File: src/rtl/soc_system_step_gen_pkg.sv
// Shared definitions for the multi-channel stepper pulse generator:
// register offsets, CTRL bit positions and the per-channel state encoding.
package soc_system_step_gen_pkg;

  localparam logic [1:0] REG_CTRL   = 2'd0;
  localparam logic [1:0] REG_PERIOD = 2'd1;
  localparam logic [1:0] REG_STEPS  = 2'd2;
  localparam logic [1:0] REG_REMAIN = 2'd3;

  localparam int CTRL_EN       = 0;
  localparam int CTRL_DIR      = 1;
  localparam int CTRL_START    = 2;
  localparam int CTRL_ABORT    = 3;
  localparam int CTRL_IRQ_EN   = 4;
  localparam int CTRL_DONE_CLR = 5;
  localparam int CTRL_BUSY     = 6;
  localparam int CTRL_DONE     = 7;

  typedef enum logic [1:0] {
    IDLE,
    SETUP,
    HIGH,
    LOW
  } state_t;

endpackage

File: src/rtl/soc_system_step_gen_if.sv
// Avalon-MM slave bus of the step generator, as seen from the HPS lightweight bridge.
interface soc_system_step_gen_if #(
  parameter int ADDR_W = 4
);
  logic [ADDR_W-1:0] address;
  logic              chipselect;
  logic              write_n;
  logic [31:0]       writedata;
  logic [31:0]       readdata;

  modport master (output address, chipselect, write_n, writedata, input readdata);
  modport slave  (input address, chipselect, write_n, writedata, output readdata);
endinterface

File: src/rtl/soc_system_step_gen_ch.sv
// One stepper channel: CTRL/PERIOD/STEPS registers, the SETUP/HIGH/LOW pulse
// sequencer with its timer, the REMAIN counter and the registered driver outputs.
module soc_system_step_gen_ch
  import soc_system_step_gen_pkg::*;
#(
  parameter int CNT_W        = 32,
  parameter int PULSE_CYCLES = 100
) (
  input  logic        clk,
  input  logic        reset,
  input  logic        wr_en,
  input  logic [1:0]  reg_sel,
  input  logic [31:0] wdata,
  output logic [31:0] rdata,
  output logic        irq,
  output logic        step_out,
  output logic        dir_out,
  output logic        en_out
);

  localparam logic [CNT_W-1:0] ONE        = CNT_W'(1);
  localparam logic [CNT_W-1:0] PULSE      = CNT_W'(PULSE_CYCLES);
  localparam logic [CNT_W-1:0] PULSE_M1   = CNT_W'(PULSE_CYCLES - 1);
  localparam logic [CNT_W-1:0] LOW_BIAS   = CNT_W'(PULSE_CYCLES + 1);
  localparam logic [CNT_W-1:0] MIN_PERIOD = CNT_W'(2 * PULSE_CYCLES);

  state_t           state;
  logic             en_q, dir_q, irq_en_q, done_q;
  logic [CNT_W-1:0] period_q, steps_q, remain_q, timer_q, period_lat_q;

  logic             ctrl_wr, abort, start, done_clr, done_set, dir_next, last_step;
  logic [CNT_W-1:0] eff_period;

  assign ctrl_wr    = wr_en && (reg_sel == REG_CTRL);
  assign abort      = ctrl_wr && wdata[CTRL_ABORT];
  assign start      = ctrl_wr && wdata[CTRL_START] && !abort;
  assign done_clr   = ctrl_wr && wdata[CTRL_DONE_CLR];
  assign dir_next   = ctrl_wr ? wdata[CTRL_DIR] : dir_q;
  assign eff_period = (period_q < MIN_PERIOD) ? MIN_PERIOD : period_q;
  assign last_step  = (state == LOW) && (timer_q == '0) && (remain_q == ONE);
  assign done_set   = !abort && (last_step || ((state == IDLE) && start && (steps_q == '0)));

  assign en_out = en_q;
  assign irq    = done_q && irq_en_q;

  // NOTE: non-blocking assignments for every register so all state updates
  // see the pre-edge values, independent of statement order.
  always_ff @(posedge clk or posedge reset) begin
    if (reset) begin
      state        <= IDLE;
      en_q         <= 1'b0;
      dir_q        <= 1'b0;
      irq_en_q     <= 1'b0;
      done_q       <= 1'b0;
      period_q     <= '0;
      steps_q      <= '0;
      remain_q     <= '0;
      timer_q      <= '0;
      period_lat_q <= '0;
      step_out     <= 1'b0;
      dir_out      <= 1'b0;
    end else begin
      if (ctrl_wr) begin
        en_q     <= wdata[CTRL_EN];
        dir_q    <= wdata[CTRL_DIR];
        irq_en_q <= wdata[CTRL_IRQ_EN];
      end
      if (wr_en && (reg_sel == REG_PERIOD)) period_q <= wdata[CNT_W-1:0];
      if (wr_en && (reg_sel == REG_STEPS))  steps_q  <= wdata[CNT_W-1:0];

      if (done_set)      done_q <= 1'b1;
      else if (done_clr) done_q <= 1'b0;

      // Abort overrides whatever the sequencer would do this edge.
      if (abort) begin
        state    <= IDLE;
        step_out <= 1'b0;
        remain_q <= '0;
        timer_q  <= '0;
      end else begin
        case (state)
          IDLE: begin
            dir_out <= dir_next;
            if (start && (steps_q != '0)) begin
              remain_q <= steps_q;
              timer_q  <= PULSE;
              state    <= SETUP;
            end
          end
          SETUP: begin
            if (timer_q == '0) begin
              state        <= HIGH;
              step_out     <= 1'b1;
              timer_q      <= PULSE_M1;
              period_lat_q <= eff_period;
            end else begin
              timer_q <= timer_q - ONE;
            end
          end
          HIGH: begin
            if (timer_q == '0) begin
              state    <= LOW;
              step_out <= 1'b0;
              timer_q  <= period_lat_q - LOW_BIAS;
            end else begin
              timer_q <= timer_q - ONE;
            end
          end
          LOW: begin
            if (timer_q == '0) begin
              remain_q <= remain_q - ONE;
              if (remain_q == ONE) begin
                state <= IDLE;
              end else begin
                state        <= HIGH;
                step_out     <= 1'b1;
                timer_q      <= PULSE_M1;
                period_lat_q <= eff_period;
              end
            end else begin
              timer_q <= timer_q - ONE;
            end
          end
          default: state <= IDLE;
        endcase
      end
    end
  end

  // NOTE: rdata gets a default before the case so no latch is inferred.
  always_comb begin
    rdata = '0;
    case (reg_sel)
      REG_CTRL: begin
        rdata[CTRL_EN]     = en_q;
        rdata[CTRL_DIR]    = dir_q;
        rdata[CTRL_IRQ_EN] = irq_en_q;
        rdata[CTRL_BUSY]   = (state != IDLE);
        rdata[CTRL_DONE]   = done_q;
      end
      REG_PERIOD: rdata[CNT_W-1:0] = period_q;
      REG_STEPS:  rdata[CNT_W-1:0] = steps_q;
      default:    rdata[CNT_W-1:0] = remain_q;
    endcase
  end

endmodule

File: src/rtl/soc_system_step_gen.sv
// Multi-channel stepper pulse generator top: Avalon-MM address decode,
// zero-wait-state read mux and the interrupt OR over all channels.
module soc_system_step_gen
  import soc_system_step_gen_pkg::*;
#(
  parameter int NUM_CH       = 4,
  parameter int CNT_W        = 32,
  parameter int PULSE_CYCLES = 100,
  parameter int ADDR_W       = $clog2(NUM_CH) + 2
) (
  input  logic                     clk,
  input  logic                     reset,
  soc_system_step_gen_if.slave     bus,
  output logic                     irq,
  output logic [NUM_CH-1:0]        step_out,
  output logic [NUM_CH-1:0]        dir_out,
  output logic [NUM_CH-1:0]        en_out
);

  logic              wr;
  logic [31:0]       ch_sel;
  logic [31:0]       ch_rdata [NUM_CH];
  logic [NUM_CH-1:0] ch_irq;

  assign wr     = bus.chipselect && !bus.write_n;
  assign ch_sel = 32'(bus.address >> 2);

  for (genvar gi = 0; gi < NUM_CH; gi++) begin : g_ch
    soc_system_step_gen_ch #(
      .CNT_W        (CNT_W),
      .PULSE_CYCLES (PULSE_CYCLES)
    ) u_ch (
      .clk      (clk),
      .reset    (reset),
      .wr_en    (wr && (ch_sel == 32'(gi))),
      .reg_sel  (bus.address[1:0]),
      .wdata    (bus.writedata),
      .rdata    (ch_rdata[gi]),
      .irq      (ch_irq[gi]),
      .step_out (step_out[gi]),
      .dir_out  (dir_out[gi]),
      .en_out   (en_out[gi])
    );
  end

  // Addresses beyond the last channel read as zero.
  always_comb begin
    bus.readdata = '0;
    for (int i = 0; i < NUM_CH; i++) begin
      if (ch_sel == 32'(i)) bus.readdata = ch_rdata[i];
    end
  end

  assign irq = |ch_irq;

endmodule

File: src/flat_wrapper.sv
// flat-port wrapper written by rule: the top's interface ports become plain ports
module soc_system_step_gen_flat import soc_system_step_gen_pkg::*;
#(
  parameter int NUM_CH       = 4,
  parameter int CNT_W        = 32,
  parameter int PULSE_CYCLES = 100,
  parameter int ADDR_W       = $clog2(NUM_CH) + 2
)
  (clk, reset, irq, step_out, dir_out, en_out, bus_address, bus_chipselect, bus_write_n, bus_writedata, bus_readdata);
  soc_system_step_gen_if #(.ADDR_W(ADDR_W)) bus_i ();
  input  logic clk;
  input  logic reset;
  output logic irq;
  output logic [NUM_CH-1:0] step_out;
  output logic [NUM_CH-1:0] dir_out;
  output logic [NUM_CH-1:0] en_out;
  input wire logic [$bits(bus_i.address)-1:0] bus_address;
  input wire logic [$bits(bus_i.chipselect)-1:0] bus_chipselect;
  input wire logic [$bits(bus_i.write_n)-1:0] bus_write_n;
  input wire logic [$bits(bus_i.writedata)-1:0] bus_writedata;
  output wire logic [$bits(bus_i.readdata)-1:0] bus_readdata;
  assign bus_i.address = bus_address;
  assign bus_i.chipselect = bus_chipselect;
  assign bus_i.write_n = bus_write_n;
  assign bus_i.writedata = bus_writedata;
  assign bus_readdata = bus_i.readdata;
  soc_system_step_gen #(.NUM_CH(NUM_CH), .CNT_W(CNT_W), .PULSE_CYCLES(PULSE_CYCLES), .ADDR_W(ADDR_W)) u_core (.clk(clk), .reset(reset), .bus(bus_i), .irq(irq), .step_out(step_out), .dir_out(dir_out), .en_out(en_out));
endmodule
File: config.mk
export PLATFORM = sky130hd
export DESIGN_NAME = soc_system_step_gen_flat
export DESIGN_NICKNAME = d
export VERILOG_FILES = /design/src/rtl/soc_system_step_gen_pkg.sv /design/src/rtl/soc_system_step_gen_if.sv /design/src/rtl/soc_system_step_gen_ch.sv /design/src/rtl/soc_system_step_gen.sv /design/src/flat_wrapper.sv
export SDC_FILE = /design/constraint.sdc
export NUM_CORES = 2
export LEC_CHECK = 0
export BUFFER_PORTS_ARGS = -buffer_cell sky130_fd_sc_hd__buf_2
export CORE_ASPECT_RATIO = 0.8
export CORE_MARGIN = 1.5
export CORE_UTILIZATION = 45
export CTS_CLUSTER_DIAMETER = 30
export DETAILED_ROUTE_END_ITERATION = 6
export SLEW_MARGIN = 20
export SYNTH_ARGS = -nofsm -noshare
export SYNTH_HDL_FRONTEND = slang
export SYNTH_SLANG_ARGS = --single-unit
export TNS_END_PERCENT = 10
File: constraint.sdc
create_clock -name clk -period 61.6 [get_ports clk]
set_input_delay 6.16 -clock clk [delete_from_list [all_inputs] [get_ports clk]]
set_output_delay 6.16 -clock clk [all_outputs]
set_load 0.01 [all_outputs]
### Word level (Yosys, flattened, before mapping)

Cells that the tools add are included.

| word-level totals | value |
|---|---|
| memory bits (writable) | 0 |
| logic and storage cells | 414 |
| memory bits (read-only) | 0 |
| flip-flop bits (word level) | 672 |
| memories | 0 |
| bits in latches | 0 |
| output and inout bits | 45 |

| operators by class | value |
|---|---|
| reductions and logical operators | 133 |
| magnitude comparators | 4 |
| multipliers | 0 |
| multiplexer cells | 156 |
| $add $sub $neg | 12 |
| shift operators | 0 |
| divide/modulo/power cells | 0 |
| equal/unequal tests | 57 |
| bitwise gates (word level) | 4 |

Operators by type and width:

| kind | count |
|---|---|
| 32-bit 2-to-1 mux | 56 |
| 32-bit one-hot mux with 2 select lines | 8 |
| 32-bit one-hot mux with 4 select lines | 4 |
| 32-bit logical NOT | 9 |
| 24-bit one-hot mux with 3 select lines | 4 |
| 32-bit by 1-bit subtractor with 32-bit output (second input constant) | 8 |
| 32-bit by 1-bit equality test with 1-bit output (second input constant) | 4 |
| 32-bit by 8-bit < comparator with 1-bit output (second input constant) | 4 |
| 32-bit nonzero test | 4 |
| 32-bit by 7-bit subtractor with 32-bit output (second input constant) | 4 |
| 2-bit one-hot mux with 3 select lines | 12 |
| 1-bit logical AND | 61 |
| 2-bit 2-to-1 mux | 24 |
| 5-bit AND reduction | 8 |
| 3-bit inequality test (second input constant) | 12 |
| 1-bit one-hot mux with 3 select lines | 12 |
| 1-bit 2-to-1 mux | 32 |
| 2-bit one-hot mux with 4 select lines | 4 |
| 3-bit by 2-bit inequality test with 1-bit output (second input constant) | 8 |
| 2-bit nonzero test | 12 |
| 2-bit equality test (second input constant) | 11 |
| 2-bit inequality test (second input constant) | 8 |
| 4-bit inequality test (second input constant) | 4 |
| 2-bit AND reduction | 8 |
| 11 further kinds | 45 |

### Longest topological paths before layout

| depth | value |
|---|---|
| word-level depth | 12 |
| depth in mapped cells | 13 |
| depth with buffers taken out | 9 |

### Modules after synthesis

Synthesis repeated with hierarchy kept, for this count alone.

| second synthesis, totals | value |
|---|---|
| cells, all modules | 3,994 |
| area, all modules | 40,906.7 um2 |

Modules (own cells, without submodules):

| module | instances | area an instance (um2) | cells an instance | seq. area each (um2) |
|---|---|---|---|---|
| soc_system_step_gen_ch (u_core.g_ch[0].u_ch ...) | 2 | 10,085.9 | 995 | 4,204.0 |
| soc_system_step_gen_ch (u_core.g_ch[2].u_ch) | 1 | 9,940.8 | 969 | 4,204.0 |
| soc_system_step_gen_ch (u_core.g_ch[3].u_ch) | 1 | 9,929.5 | 990 | 4,204.0 |
| soc_system_step_gen | 1 | 864.6 | 45 | 0.0 |

### Least setup slack after synthesis

No wires, ideal clock.

| timing | value |
|---|---|
| kind | input port to output port |
| start point | input port bus_address[0] |
| end point | output port bus_readdata[14] |
| slack | 47.380 ns |
| arrival time | 8.060 ns |
| stages on the path | 7 |
| cell sequence | clkbuf_1 -> buf_1 -> clkbuf_1 -> mux2_2 -> a221oi_1 -> a21oi_1 -> a21o_1 |

| between the ends | value |
|---|---|
| word-level cells in the longest chain between the ends | 6 |
| elaborated cells between the ends (all ways) | 11 |
| those cells by class | eq/ne: 2; mux: 8; reduce/logical: 1 |

Ends and longest elaborated chain:

| element | line | source |
|---|---|---|
| from (decl) | flat_wrapper.sv:17 | `input wire logic [$bits(bus_i.address)-1:0] bus_address;` |
| 2-bit equality test (tied with other cells) | soc_system_step_gen_ch.sv:133 | `case (reg_sel)` |
| 24-bit one-hot mux with 3 select lines | soc_system_step_gen_ch.sv:133 |  |
| 32-bit 2-to-1 mux (3 in a row) | soc_system_step_gen.sv:50 | `if (ch_sel == 32'(i)) bus.readdata = ch_rdata[i];` |
| 32-bit 2-to-1 mux * | soc_system_step_gen.sv:50 |  |
| to (decl) | flat_wrapper.sv:21 | `output wire logic [$bits(bus_i.readdata)-1:0] bus_readdata;` |

Every way passes the cells marked *; elsewhere a longest branch is shown, timed or not.

### Final worst setup path

| timing | value |
|---|---|
| start point | input port bus_address[0] |
| end point | output port bus_readdata[3] |

| between the ends | value |
|---|---|
| word-level cells in the longest chain between the ends | 6 |
| elaborated cells between the ends (all ways) | 11 |
| those cells by class | eq/ne: 2; mux: 8; reduce/logical: 1 |

Ends and longest elaborated chain:

| element | line |
|---|---|
| 2-bit equality test (tied with other cells) | soc_system_step_gen_ch.sv:133 |
| 2-bit one-hot mux with 3 select lines | soc_system_step_gen_ch.sv:133 |
| 32-bit 2-to-1 mux (3 in a row) | soc_system_step_gen.sv:50 |
| 32-bit 2-to-1 mux * | soc_system_step_gen.sv:50 |

Marks and branches as above.

==> reports/metrics.yaml <==
status:
  status: "complete, but fails checks"
  violations: "design-rule violations"
floorplanning:
  dieArea_sq_um: 88600
  io_pins: 85
  die_h_um: 266.5
  start_util_pct: 45.49
  fp-row-count: 96
  core_sq_um: 85880
  die_w_um: 332.4
cells_and_area:
  syn_to_final_growth_pct: 16.72
  drive_above_1_share_pct: 21.24
  fin_nets: 4251
  n_fill_cell: 7749
  stdcell_count: 5433
clocking:
  numClockSinks: 672
  post-cts-setup-buffers: 0
  h-tree-depth: 4
  path_clk_slew_ns: 0.05
  cts_tree: "yes"
  cts_buffers: 151
  cts_resized: 0
  root_buffer: "clkbuf_16"
  holdBufCountCts: 0
  cts_max_path_buffers: 3
  clk_latency_ns: 0.75
route:
  dr_wl_met2_um: 64760
  drt-met1-wl_um: 74200
  vias: 36510
  wl_met3_um: 23920
  drc: 1
  drt_first_pass_iters: 7
  top_layer: "met5"
  drt_iter0_drc: 5380
  antenna_left: 0
  viasPerCell: 6.720
  wl_per_cell_um: 31.25
  wirelength_um: 169800
sta:
  fin_crit_ns: 15.31
  setup_viol: 0
  slew_violations: 0
  final_hold_viol_count: 0
  fin_skew_ns: 0.02523
  relSlewSlack_pct: 22.11
  setup_tns_ns: 0
  worst_pin_slew_ns: 1.162
  timing.final.crit_share_pct: 24.86
  rsz0062_at_grt: "false"
  fmax_mhz: 65.30
critical_path:
  cpMostUsedCell: "buf_4"
  crit_chain: "buf_6, nor2b_4, buf_4, buf_4, a22oi_1, a21oi_1, nor2_1, nor3_1, buf_2"
  rr_worst_depth: 8
  slowest_stage: "buf_4"
  worstSetupPathType: "in2out"
  arrival_ns: 9.15
  crit_path_max_fanout: 63
  cp-start-kind: "input pin"
  crit_family: "buffers and inverters"
  crit_cells: 9
  cp.required_ns: 55.44
  worst-path-buf-inv: 4
  end_kind: "output port"
  max_stage_delay_ns: 0.62
placed_design:
  gp_congestion: 1.120
  port_buffers: 84
  place_inst: 5153
  dp_hpwl_um: 123100
logic_synthesis:
  yosysUniqueCellTypes: 92
  synth.area.top_cells: "dfrtp_1 43%, mux2_2 11%, o21ai_0 4.7%"
  synth-xor-area-share_pct: 2.623
  synthCells: 4149
  seq_area_frac_synth_pct: 43.05
  synthFlopType: "dfrtp_1"
  yosys.area.top_type: "dfrtp_1"
  synth_fa_ha_area_share_pct: 1.025
  syn_area_sq_um: 39060
  ys_ff_latch: 672
  synth_compound_area_share_pct: 17.52
  ys_warn_count: 0
  synth_top_area_share_pct: 43.05
  synth_nets: 4221
  synthArstFlopShare_pct: 100.0
  synth_edf_count: 0
  synth_top_family_by_area: "simple AND/OR/NAND/NOR gates"
  yosys.area_share.simple_pct: 17.78
  avgSynthCellArea_sq_um: 9.415
  synth_mux_area_share_pct: 14.36
grt:
  grt_pass1_vias: 33410
  gr-total-overflow: 0
  grt_max_degree: 132
  grtUsageTotal_pct: 37.91
  grt_pass1_wl_um: 243700
  antenna_found_initial: 31
run:
  maxCapViolCount: 0
hold_path:
  hp-class: "reg2reg"
  min_path_cells: 2
power_and_ir_drop:
  power_density_nw_per_um2: 58.48
  vdd_drop_max_mv: 0.03556
  p_leak_nw: 20.14
path summary, 6_finish.rpt:
path,from,end,slack (ns)
setup reg to reg,u_core.g_ch[1].u_ch.timer_q[0],u_core.g_ch[1].u_ch.remain_q[25],57.23
setup / recovery,bus_address[0],bus_readdata[3],46.29
hold reg to reg,u_core.g_ch[0].u_ch.timer_q[7],u_core.g_ch[0].u_ch.timer_q[7],0.48
max in group asynchronous,reset,u_core.g_ch[3].u_ch.period_lat_q[12],53.13
hold / removal,u_core.g_ch[0].u_ch.timer_q[7],u_core.g_ch[0].u_ch.timer_q[7],0.48
min in group asynchronous,reset,u_core.g_ch[2].u_ch.timer_q[4],5.60
metal layers:
metal	vias to the layer above	track usage, %
met1	18360	55.95
met2	2231	48.76
li1	15510	-
met5	-	0
met3	396	14.44
met4	12	15.20
synth_stat cells (all sizes together), types with 28 or more instances:
library cell  number
dfrtp            672
mux2             422
o21ai            410
nand2            399
nor2             334
a21oi            283
clkbuf           189
nor3             166
nor4             132
a22oi             87
buf               83
inv               71
xor2              66
a221oi            62
nand3             61
xnor2             51
or3               48
and3              46
or4               38
ha                32
a211oi            31
o22ai             30
a31oi             28
nand4             28
registers in the layout, indices dropped and copies added (netlist names):
| signal | count |
|---|---|
| u_core.g_ch.u_ch.steps_q | 128 |
| u_core.g_ch.u_ch.state | 8 |
| u_core.g_ch.u_ch.dir_out | 4 |
| u_core.g_ch.u_ch.period_lat_q | 128 |
| u_core.g_ch.u_ch.en_out | 4 |
| u_core.g_ch.u_ch.done_q | 4 |
| u_core.g_ch.u_ch.step_out | 4 |
| u_core.g_ch.u_ch.remain_q | 128 |
| u_core.g_ch.u_ch.timer_q | 128 |
| u_core.g_ch.u_ch.irq_en_q | 4 |
| u_core.g_ch.u_ch.dir_q | 4 |
| u_core.g_ch.u_ch.period_q | 128 |
per-stage QoR:
| stage | power, mW | hold slack [ns] | setup WS (ns) | utilization (%) | area, sq um |
|---|---|---|---|---|---|
| floorplan | 1.427 | 0.4517 | 36.60 | - | 39060 |
| global placement | 1.780 | 0.4757 | 46.38 | 46.89 | 40270 |
| detailed placement | 1.783 | 0.4761 | 46.41 | 46.90 | 40280 |
| CTS | 2.625 | 0.4866 | 46.40 | 53.08 | 45580 |
| global route | 2.791 | 0.5045 | 46.16 | 53.08 | 45590 |
| finish | 2.666 | 0.4843 | 46.29 | 53.09 | 45600 |
tightest hold or removal path, stage by stage (launching register included):
cell     delay [ns]
dfrtp_1        0.33
o21ai_1        0.06
o21ai_0        0.06
cell usage in the layout, fill, tap and decap left out, drive strengths merged, types with 13 or more instances in the layout:
master	count
a211oi	31
a21o	26
a21oi	283
a221oi	62
a22oi	87
a31oi	28
a32oi	21
and2	19
and3	46
buf	149
bufinv	16
clkbuf	180
clkinv	41
clkinvlp	19
dfrtp	672
ha	32
inv	94
mux2	422
mux2i	19
mux4	25
nand2	399
nand2b	20
nand3	61
nand4	28
nand4b	13
nor2	334
nor2b	26
nor3	166
nor3b	15
nor4	132
o21ai	410
o22ai	30
o2bb2ai	15
o31ai	20
or2	17
or3	48
or4	38
xnor2	51
xor2	66
power breakdown:
part           total, mW  switching (mW)  internal (mW)
combinational       1.01           0.646          0.368
sequential         0.818           0.249          0.570
clock              0.835           0.287          0.547
total               2.67            1.18           1.48
area by class of cell:
| class | count | area [sq um] | share of cell area (%) |
|---|---|---|---|
| multi-input combinational | 3132 | 20850 | 45.74 |
| sequential | 672 | 16820 | 36.88 |
| clock buffer | 180 | 4091 | 8.973 |
| tap | 1127 | 1410 | 3.093 |
| clock inverter | 97 | 1215 | 2.665 |
| timing repair buffer | 149 | 919.6 | 2.017 |
| inverter | 73 | 281.5 | 0.6174 |
| antenna | 3 | 7.507 | 0.01646 |
cell families after synthesis:
kind of cell / count (synthesis)
simple gates: 1399
compound gates: 1118
flops: 672
mux: 466
buf+inv: 345
xor+xnor: 117
fa+ha+maj: 32
Note: power is estimated with default switching activity, not from simulation.
